## config.mk

```make
export PLATFORM = sky130hd
export DESIGN_NAME = hazard_ctrl
export DESIGN_NICKNAME = d
export VERILOG_FILES = /design/src/rtl/hazard_ctrl_pkg.sv /design/src/rtl/hazard_ctrl_fwd_select.sv /design/src/rtl/hazard_ctrl.sv
export SDC_FILE = /design/constraint.sdc
export NUM_CORES = 1
export LEC_CHECK = 0
export ABC_AREA = 1
export BUFFER_PORTS_ARGS = -buffer_cell sky130_fd_sc_hd__clkbuf_2
export CORE_ASPECT_RATIO = 0.75
export CORE_MARGIN = 4
export CORE_UTILIZATION = 47
export DETAILED_ROUTE_END_ITERATION = 8
export PLACE_DENSITY = 0.75
export SLEW_MARGIN = 0
export SYNTH_ARGS = -nofsm -noshare
export SYNTH_HDL_FRONTEND = slang
export SYNTH_HIERARCHICAL = 1
export SYNTH_SLANG_ARGS = --single-unit
```

## constraint.sdc

```tcl
create_clock -name clk -period 1.8 [get_ports clk]
set_clock_uncertainty 0.15 [all_clocks]
set_input_delay 0.18 -clock clk [delete_from_list [all_inputs] [get_ports clk]]
set_output_delay 0.18 -clock clk [all_outputs]
set_load 0.1 [all_outputs]
```

## src/rtl/hazard_ctrl_pkg.sv

```systemverilog
// hazard_ctrl_pkg
// Shared definitions for the pipeline hazard controller: the FSM state
// encoding and the ALU operand-forwarding select codes.
package hazard_ctrl_pkg;

    typedef enum logic [1:0] {
        ST_RUN      = 2'd0,
        ST_LD_STALL = 2'd1,
        ST_DRAIN    = 2'd2,
        ST_HALTED   = 2'd3
    } state_e;

    localparam logic [1:0] FWD_RF    = 2'b00;
    localparam logic [1:0] FWD_EXMEM = 2'b10;
    localparam logic [1:0] FWD_MEMWB = 2'b01;

endpackage

```

## src/rtl/hazard_ctrl_fwd_select.sv

```systemverilog
// fwd_select
// Operand forwarding compare for one ALU source register.
// Ports:
//   src_i          register number the EX-stage operand reads
//   mem_regwrite_i EX/MEM write-back enable, mem_rd_i its destination
//   wb_regwrite_i  MEM/WB write-back enable,  wb_rd_i its destination
//   sel_o          FWD_RF / FWD_EXMEM / FWD_MEMWB
module fwd_select
    import hazard_ctrl_pkg::*;
(
    input  logic [4:0] src_i,
    input  logic       mem_regwrite_i,
    input  logic [4:0] mem_rd_i,
    input  logic       wb_regwrite_i,
    input  logic [4:0] wb_rd_i,
    output logic [1:0] sel_o
);

    always_comb begin
        sel_o = FWD_RF;
        if (wb_regwrite_i && (wb_rd_i != 5'd0) && (wb_rd_i == src_i)) begin
            sel_o = FWD_MEMWB;
        end
        // The younger EX/MEM result takes precedence over MEM/WB.
        if (mem_regwrite_i && (mem_rd_i != 5'd0) && (mem_rd_i == src_i)) begin
            sel_o = FWD_EXMEM;
        end
    end

endmodule

```

## src/rtl/hazard_ctrl.sv

```systemverilog
// hazard_ctrl
// Pipeline hazard controller: load-use stall, branch flush, halt drain and
// ALU operand forwarding, with saturating stall/flush event counters.
// Ports:
//   clk, rst                 clock, async active-high reset
//   id_rs, id_rt, id_uses_rt source registers of the instruction in ID
//   ex_memread, ex_rd        load in ID/EX and its destination
//   mem_regwrite, mem_rd     EX/MEM write-back
//   wb_regwrite, wb_rd       MEM/WB write-back
//   pcsrc                    taken branch resolved in MEM
//   halt_req                 level request to drain and freeze
//   pc_write, ifid_write     register enables
//   idex_bubble              zero ID/EX control fields
//   ifid/idex/exmem_flush    squash stage contents
//   fwd_a, fwd_b             ALU operand selects
//   halted                   pipeline empty and frozen
//   stall_cnt, flush_cnt     saturating event counters
//
// state       | meaning
// ST_RUN      | normal issue, hazards checked every cycle
// ST_LD_STALL | the one cycle after a load-use bubble, no re-stall
// ST_DRAIN    | bubbling the pipeline empty, drain_q cycles left
// ST_HALTED   | pipeline empty and frozen until halt_req drops
module hazard_ctrl
    import hazard_ctrl_pkg::*;
#(
    parameter int CNT_W        = 16,
    parameter int DRAIN_CYCLES = 4
) (
    input  logic             clk,
    input  logic             rst,
    input  logic [4:0]       id_rs,
    input  logic [4:0]       id_rt,
    input  logic             id_uses_rt,
    input  logic             ex_memread,
    input  logic [4:0]       ex_rd,
    input  logic             mem_regwrite,
    input  logic [4:0]       mem_rd,
    input  logic             wb_regwrite,
    input  logic [4:0]       wb_rd,
    input  logic             pcsrc,
    input  logic             halt_req,
    output logic             pc_write,
    output logic             ifid_write,
    output logic             idex_bubble,
    output logic             ifid_flush,
    output logic             idex_flush,
    output logic             exmem_flush,
    output logic [1:0]       fwd_a,
    output logic [1:0]       fwd_b,
    output logic             halted,
    output logic [CNT_W-1:0] stall_cnt,
    output logic [CNT_W-1:0] flush_cnt
);

    localparam int DW = (DRAIN_CYCLES < 1) ? 1 : $clog2(DRAIN_CYCLES + 1);
    localparam logic [DW-1:0] DRAIN_LOAD = DW'(DRAIN_CYCLES);

    state_e           state_q, state_d;
    logic [DW-1:0]    drain_q, drain_d;
    logic [CNT_W-1:0] stall_cnt_q, stall_cnt_d;
    logic [CNT_W-1:0] flush_cnt_q, flush_cnt_d;
    logic [4:0]       rs_q, rs_d, rt_q, rt_d;
    logic             load_use, flush_all, stall_ev;

    assign load_use = ex_memread && (ex_rd != 5'd0) &&
                      ((ex_rd == id_rs) || (id_uses_rt && (ex_rd == id_rt)));

    always_comb begin
        state_d     = state_q;
        drain_d     = drain_q;
        pc_write    = 1'b1;
        ifid_write  = 1'b1;
        idex_bubble = 1'b0;
        flush_all   = 1'b0;
        stall_ev    = 1'b0;

        if (state_q == ST_HALTED) begin
            pc_write    = 1'b0;
            ifid_write  = 1'b0;
            idex_bubble = 1'b1;
            if (!halt_req) state_d = ST_RUN;
        end else if (pcsrc) begin
            // A taken branch overrides every other action; a pending halt
            // restarts its drain since the redirect refills the front end.
            flush_all = 1'b1;
            if (halt_req) begin
                state_d = ST_DRAIN;
                drain_d = DRAIN_LOAD;
            end else begin
                state_d = ST_RUN;
                drain_d = '0;
            end
        end else if (state_q == ST_DRAIN) begin
            pc_write    = 1'b0;
            ifid_write  = 1'b0;
            idex_bubble = 1'b1;
            if (!halt_req) begin
                state_d = ST_RUN;
                drain_d = '0;
            end else if (drain_q <= DW'(1)) begin
                state_d = ST_HALTED;
                drain_d = '0;
            end else begin
                drain_d = drain_q - 1'b1;
            end
        end else if (state_q == ST_LD_STALL) begin
            state_d = ST_RUN;
        end else if (load_use) begin
            pc_write    = 1'b0;
            ifid_write  = 1'b0;
            idex_bubble = 1'b1;
            stall_ev    = 1'b1;
            state_d     = ST_LD_STALL;
        end else if (halt_req) begin
            state_d = ST_DRAIN;
            drain_d = DRAIN_LOAD;
        end

        // Hold the pipeline in plain run mode while reset is asserted.
        if (rst) begin
            pc_write    = 1'b1;
            ifid_write  = 1'b1;
            idex_bubble = 1'b0;
            flush_all   = 1'b0;
        end

        stall_cnt_d = stall_cnt_q;
        if (stall_ev && (stall_cnt_q != '1)) stall_cnt_d = stall_cnt_q + 1'b1;
        flush_cnt_d = flush_cnt_q;
        if (flush_all && (flush_cnt_q != '1)) flush_cnt_d = flush_cnt_q + 1'b1;

        rs_d = (idex_bubble || flush_all) ? 5'd0 : id_rs;
        rt_d = (idex_bubble || flush_all) ? 5'd0 : id_rt;
    end

    always_ff @(posedge clk or posedge rst) begin
        if (rst) begin
            state_q     <= ST_RUN;
            drain_q     <= '0;
            stall_cnt_q <= '0;
            flush_cnt_q <= '0;
            rs_q        <= 5'd0;
            rt_q        <= 5'd0;
        end else begin
            state_q     <= state_d;
            drain_q     <= drain_d;
            stall_cnt_q <= stall_cnt_d;
            flush_cnt_q <= flush_cnt_d;
            rs_q        <= rs_d;
            rt_q        <= rt_d;
        end
    end

    assign ifid_flush  = flush_all;
    assign idex_flush  = flush_all;
    assign exmem_flush = flush_all;
    assign halted      = (state_q == ST_HALTED);
    assign stall_cnt   = stall_cnt_q;
    assign flush_cnt   = flush_cnt_q;

    fwd_select u_fwd_a (
        .src_i          (rs_q),
        .mem_regwrite_i (mem_regwrite),
        .mem_rd_i       (mem_rd),
        .wb_regwrite_i  (wb_regwrite),
        .wb_rd_i        (wb_rd),
        .sel_o          (fwd_a)
    );

    fwd_select u_fwd_b (
        .src_i          (rt_q),
        .mem_regwrite_i (mem_regwrite),
        .mem_rd_i       (mem_rd),
        .wb_regwrite_i  (wb_regwrite),
        .wb_rd_i        (wb_rd),
        .sel_o          (fwd_b)
    );

endmodule

```

==> key figures, run 1 <==
Logic synthesis
  • Synthesized Nets: 497
  • Mapped Cells: 457
  • Commonest cells post-synth: 139 x nand2_1, 64 x inv_1, 55 x nor2_1, 47 x dfrtp_1, 29 x nand3_1
  • Post-Syn Area: 3160 um2
  • Synth Warn #: 6
  • Syn_area_per_cell: 6.90 um2
  • Yosys top cell area share: 37.3%
  • Most frequent cell after synthesis: nand2_1
  • Main synth FF type: dfrtp_1
  • Post-synthesis sequential area ratio: 37.3%
  • Post-synth EDFFs: 0
  • Share of synthesized registers carrying an async set or reset: 100%
  • Register bit total from synthesis: 47
  • Netlist cell types: 28
  • Largest area contributor in the netlist: dfrtp_1
  • Largest cells by area after synthesis: dfrtp_1 37%, nand2_1 17%, inv_1 7.6%

Power and ir drop
  • Static Leak: 2.42 nW
  • Peak supply drop: 1.20 mV
  • PnR Total Power: 5.59 mW
  • Power per cell area: 1200 nW/um2

Detailed routing
  • Post-route ant nets: 0
  • 1st-pass router iterations: 5
  • DRT iter0 DRCs: 158
  • Via count: 3,366
  • Post-Route WL: 8960 um
  • DR vias/cell: 5.08
  • Routed len/inst: 13.5 um
  • Remaining DRCs: 0

STA
  • Hold slack: 0.0104 ns
  • FMAX: 513 MHz
  • Setup TNS: -1.18 ns
  • Worst-Margin Slew: 0.636 ns
  • Setup violators final: 24
  • Final setup margin: -0.149 ns
  • Fin. max-slew vios: 0
  • Final Hold Viols: 0
  • Slew HR: 57.2%
  • Min Tclk post-route: 1.95 ns
  • Fin crit share: 108%
  • RSZ-0062 raised after global routing: yes

Critical path
  • Setup crit start kind: flop
  • Max incr delay on CP: 0.41 ns
  • Critical path arrival: 1.62 ns
  • Crit-path slowest cell: dfrtp_1
  • Crit-path max FO: 4
  • Worst Path Required: 1.47 ns
  • Critical path cell sequence: buf_6, ha_4, nor2_4, nand3_2, nand3_4, nand2_8, clkinvlp_4, buf_12
  • Critical path class: flop to output pin
  • Crit path capture type: output pin

Die
  • Row count: 25
  • Chip height: 79.0 um
  • DIE AREA: 8100 um2
  • Die X: 103 um
  • Ports: 76
  • Initial Util: 49.2%
  • Core ar.: 6410 um2

GRT
  • Antenna violations before repair: 0
  • First-pass GRT wire length: 14,300 um
  • Vias in the first global route: 3,115
  • Largest net degree at the start of global routing: 48
  • Total grt overflow: 0
  • Gr usage total: 21.9%

Clock tree
  • Latest clock arrival within the worst-skew pair: 0.30 ns
  • CTS tree: done
  • Root buf cell: clkbuf_8
  • TritonCTS Buffers: 5
  • CTS sink cnt: 47
  • Longest Clk Path Bufs: 2
  • H-tree depth: 2
  • Clock transition at the registers of the reported paths: 0.09 ns

Place
  • Gp weighted congestion: 0.926
  • IO buf count: 75
  • Post-DP HPWL: 6470 um

Layout
  • Area grow syn2layout: 47.5%
  • Final-stage net count: 621
  • Layout fillers: 481
  • Antenna cells: 0
  • Share of cells above drive strength 1: 37.1%

Min path
  • Worst min-delay path class: primary input to flop

Run status
  • Violated checks: negative setup slack
  • Status: complete, but fails checks

Flow run
  • MaxCap Viol Count: 0
placed cells by master (no fill, tap or decap), types with 5 or more instances in the layout:
cell type,count
buf_12,10
buf_4,28
buf_6,9
clkbuf_2,64
clkbuf_8,5
dfrtp_1,30
dfrtp_2,12
dfrtp_4,5
dlygate4sd3_1,9
inv_1,57
inv_2,12
nand2_1,132
nand2_2,11
nand3_1,19
nand3_2,10
nor2_1,41
nor2_2,9
nor2_4,15
nor3_1,9
o21ai_0,13
o21ai_1,10
xnor2_1,6
xor2_1,23
critical path, delay by kind of cell (launching register included):
kind	cells	cell delay, ns
DFF	1	0.41
buffers and inverters	3	0.39
and+or+nand+nor	4	0.36
adders and majority gates	1	0.17
cell type report:
class	count	area, um2	area share, %
Clock inverter	2	60.1	1.29
Clock buffer	6	72.6	1.56
Timing Repair Buffer	120	922	19.8
Multi-Input combinational cell	332	1970	42.4
Inverter	74	308	6.61
Sequential cell	47	1210	26.0
Tap cell	81	101	2.18
Timing Repair inverter	1	8.76	0.188
where the power goes:
part / internal (mW) / switching (mW) / leakage, nW
combinational: 0.901 / 2.24 / 1.78
clock: 0.556 / 0.371 / 0.0654
sequential: 1.30 / 0.227 / 0.569
layer usage:
layer,up-vias,routed length (um),track usage [%]
met1,1592,3940,29.5
met5,-,0,0
met3,12,490,3.69
li1,1663,-,-
met2,99,4430,36.6
met4,0,93,5.11
sequential cells by signal, indices dropped and copies added, names as in the netlist:
name / count
drain_q: 3
rt_q: 5
stall_cnt: 16
flush_cnt: 16
state_q: 2
rs_q: 5
what timing repair did:
action,CTS,global route
hold buffers,9,0
endpoints found under the hold margin,9,0
gates cloned,0,2
pin swaps,7,27
setup buffers,4,9
setup endpoints to repair,34,44
gates resized for setup,15,55
cell families after synthesis:
kind of cell	share of synthesized area, %
buffers and inverters	10.0
AND/OR/NAND/NOR	36.6
AO/OA/AOI/OAI	5.27
adder cells (fa/ha/maj)	2.78
XOR/XNOR	8.05
flip-flops	37.3
through the flow:
step / cells / cell area (um2) / worst slack, ns / utilization, %
final: 663 / 4660 / -0.149 / 72.6
after floorplan: 457 / 3320 / -0.782 / -
after detailed placement: 631 / 4070 / -0.135 / 63.4
after global routing: 663 / 4660 / -0.202 / 72.6
after CTS: 652 / 4380 / -0.204 / 68.3
after global placement: 631 / 4070 / -0.00974 / 63.4
final timing paths:
path	startpoint	end	slack, ns	cells past startpoint
worst max register to register	state_q[0]$_DFFE_PP0P_	stall_cnt[3]$_DFFE_PP0P_	-0.10	10
worst min-delay path	id_rt[0]	rt_q[0]$_DFF_PP0_	0.01	3
worst min register to register	stall_cnt[8]$_DFFE_PP0P_	stall_cnt[8]$_DFFE_PP0P_	0.37	1
worst max-delay path	state_q[0]$_DFFE_PP0P_	idex_bubble	-0.15	8
min in group asynchronous	rst	flush_cnt[5]$_DFFE_PP0P_	0.05	3
max in group asynchronous	rst	stall_cnt[0]$_DFFE_PP0P_	0.99	3
(Power assumes the default switching activity.)
==> inputs of run 2 (changes only) <==
--- a/config.mk
+++ b/config.mk
@@ -8,11 +8,11 @@
 export ABC_AREA = 1
 export BUFFER_PORTS_ARGS = -buffer_cell sky130_fd_sc_hd__clkbuf_2
 export CORE_ASPECT_RATIO = 0.75
-export CORE_MARGIN = 4
+export CORE_MARGIN = 1.5
 export CORE_UTILIZATION = 47
 export DETAILED_ROUTE_END_ITERATION = 8
 export PLACE_DENSITY = 0.75
-export SLEW_MARGIN = 0
+export SLEW_MARGIN = 20
 export SYNTH_ARGS = -nofsm -noshare
 export SYNTH_HDL_FRONTEND = slang
 export SYNTH_HIERARCHICAL = 1
==> key figures, run 2 (synthesis results as in run 1) <==
GRT
  • Vias in the first global route: 3,086 (was 3,115)
  • Total grt overflow: 0 (unchanged)
  • Antenna violations before repair: 0 (unchanged)
  • Largest net degree at the start of global routing: 48 (unchanged)
  • Gr usage total: 23.9% (was 21.9%)
  • First-pass GRT wire length: 14,000 um (was 14,300 um)

Die
  • Chip height: 74.0 um (was 79.0 um)
  • Row count: 25 (unchanged)
  • Die X: 97.6 um (was 103 um)
  • DIE AREA: 7220 um2 (was 8100 um2)
  • Ports: 76 (unchanged)
  • Initial Util: 49.5% (was 49.2%)
  • Core ar.: 6380 um2 (was 6410 um2)

Detailed routing
  • Remaining DRCs: 0 (unchanged)
  • Post-Route WL: 8870 um (was 8960 um)
  • Via count: 3,334 (was 3,366)
  • DR vias/cell: 5.10 (was 5.08)
  • DRT iter0 DRCs: 159 (was 158)
  • 1st-pass router iterations: 5 (unchanged)
  • Post-route ant nets: 0 (unchanged)
  • Routed len/inst: 13.6 um (was 13.5 um)

Power and ir drop
  • Power per cell area: 1220 nW/um2 (was 1200 nW/um2)
  • Peak supply drop: 1.10 mV (was 1.20 mV)
  • Static Leak: 2.35 nW (was 2.42 nW)

Clock tree
  • TritonCTS Buffers: 5 (unchanged)
  • Latest clock arrival within the worst-skew pair: 0.30 ns (about the same)
  • H-tree depth: 2 (unchanged)
  • Longest Clk Path Bufs: 2 (unchanged)
  • Root buf cell: clkbuf_8 (unchanged)
  • Clock transition at the registers of the reported paths: 0.09 ns (about the same)
  • CTS sink cnt: 47 (unchanged)
  • CTS tree: done (unchanged)

Run status
  • Violated checks: negative setup slack (unchanged)
  • Status: complete, but fails checks (unchanged)

Critical path
  • Crit path capture type: flop (was output pin)
  • Max incr delay on CP: 0.46 ns (was 0.41 ns)
  • Critical path cell sequence: ha_4, nor2_2, inv_2, nor2_4, nand2_1, nor2_1, nand3_2, buf_12, nor2_4, xor2_1 (was buf_6, ha_4, nor2_4, nand3_2, nand3_4, nand2_8, clkinvlp_4, buf_12)
  • Critical path class: flop to flop (was flop to output pin)
  • Crit-path slowest cell: dfrtp_2 (was dfrtp_1)
  • CP dominant cell by count: nor2_4
  • Critical path arrival: 2.04 ns (was 1.62 ns)
  • Setup crit start kind: flop (unchanged)
  • Crit-path max FO: 17 (was 4)
  • Worst Path Required: 1.86 ns (was 1.47 ns)

STA
  • Fin crit share: 110% (was 108%)
  • Fin. max-slew vios: 0 (unchanged)
  • Setup violators final: 34 (was 24)
  • Final Hold Viols: 0 (unchanged)
  • Final setup margin: -0.178 ns (was -0.149 ns)
  • FMAX: 506 MHz (was 513 MHz)
  • RSZ-0062 raised after global routing: yes (unchanged)
  • Worst-Margin Slew: 0.603 ns (was 0.636 ns)
  • Slew HR: 59.8% (was 57.2%)
  • Min Tclk post-route: 1.98 ns (was 1.95 ns)
  • Hold slack: 0.0100 ns (was 0.0104 ns)

Layout
  • Commonest non-fill, non-tap cells in the layout: 134 x nand2_1, 64 x clkbuf_2, 58 x inv_1 (was 132 x nand2_1, 64 x clkbuf_2, 57 x inv_1)
  • Antenna cells: 0 (unchanged)
  • Area grow syn2layout: 43.9% (was 47.5%)
  • Share of cells above drive strength 1: 34.6% (was 37.1%)
  • Commonest non-fill, non-tap cell in the layout: nand2_1 (unchanged)
  • Final-stage net count: 612 (was 621)

Place
  • Gp weighted congestion: 0.847 (was 0.926)
  • Post-DP HPWL: 6270 um (was 6470 um)
  • Placement Setup Slack: -0.113 ns (was -0.135 ns)
  • IO buf count: 75 (unchanged)

Min path
  • Worst min-delay path class: primary input to flop (unchanged)

Flow run
  • MaxCap Viol Count: 0 (unchanged)
run 2: changes by cell type in the layout (fill, tap and decap cells not counted), sizes merged:
cell,previous run,this run
buf,47,38
inv,72,71
nand2,149,150
run 2: what timing repair did:
action	in CTS	in global routing
gates resized for setup	18	32
setup buffers	5	2
endpoints found under the setup margin	31	49
cloned	0	1
hold buffers	9	0
pin swaps	11	14
hold endpoints to repair	9	0
run 2: path summary, 6_finish.rpt:
check | start | end | slack (ns) | cells after the start
hold / removal | id_rt[0] | rt_q[0]$_DFF_PP0_ | 0.01 | 3
max in group asynchronous | rst | stall_cnt[6]$_DFFE_PP0P_ | 1.01 | 3
setup reg to reg | state_q[1]$_DFFE_PP0P_ | stall_cnt[7]$_DFFE_PP0P_ | -0.18 | 10
setup / recovery | state_q[1]$_DFFE_PP0P_ | stall_cnt[7]$_DFFE_PP0P_ | -0.18 | 10
min in group asynchronous | rst | stall_cnt[10]$_DFFE_PP0P_ | 0.04 | 3
hold reg to reg | stall_cnt[8]$_DFFE_PP0P_ | stall_cnt[8]$_DFFE_PP0P_ | 0.37 | 1
run 2: critical path: cells and delay by family, from the launching register on:
kind                       cells  cell delay, ns
and+or+nand+nor                6            0.65
DFF                            1            0.46
buffers and inverters          2            0.25
adders and majority gates      1            0.18
xor gates and xnor gates       1            0.19
run 2: through the flow:
stage	total power [mW]	setup TNS (ns)	utilization (%)	instance area [um2]	instances
2_1_floorplan	3.62	-17.86	-	3320	457
3_3_place_gp	4.27	-0.100	63.8	4070	630
3_5_place_dp	4.34	-0.750	63.8	4070	630
4_1_cts	5.36	-1.68	69.1	4410	652
5_1_grt	5.80	-5.76	71.1	4540	654
6_report	5.53	-2.33	71.1	4540	654
run 2: routing by layer:
metal | GRT usage (%) | part of all wire (%) | vias to the layer above
met1 | 31.1 | 43 | 1576
met4 | 5.71 | 1.6 | 0
li1 | - | - | 1636
met2 | 43.1 | 50 | 105
met5 | 0 | 0 | -
met3 | 3.48 | 5.6 | 17
run 2: cell type report:
type,instances,area (um2)
multi-input cells,333,1940
flip-flops and latches,47,1210
well taps,81,101
fillers,503,1840
clock inverters,2,60.1
inverters,74,305
repair buffers,111,852
clock buffers,6,72.6
run 2: report_power, final:
part	total, mW	switching (mW)	leakage (nW)	internal (mW)
Clock	0.929	0.373	0.0654	0.556
Sequential	1.52	0.227	0.568	1.30
Combinational	3.08	2.22	1.72	0.855
Total	5.53	2.82	2.35	2.71
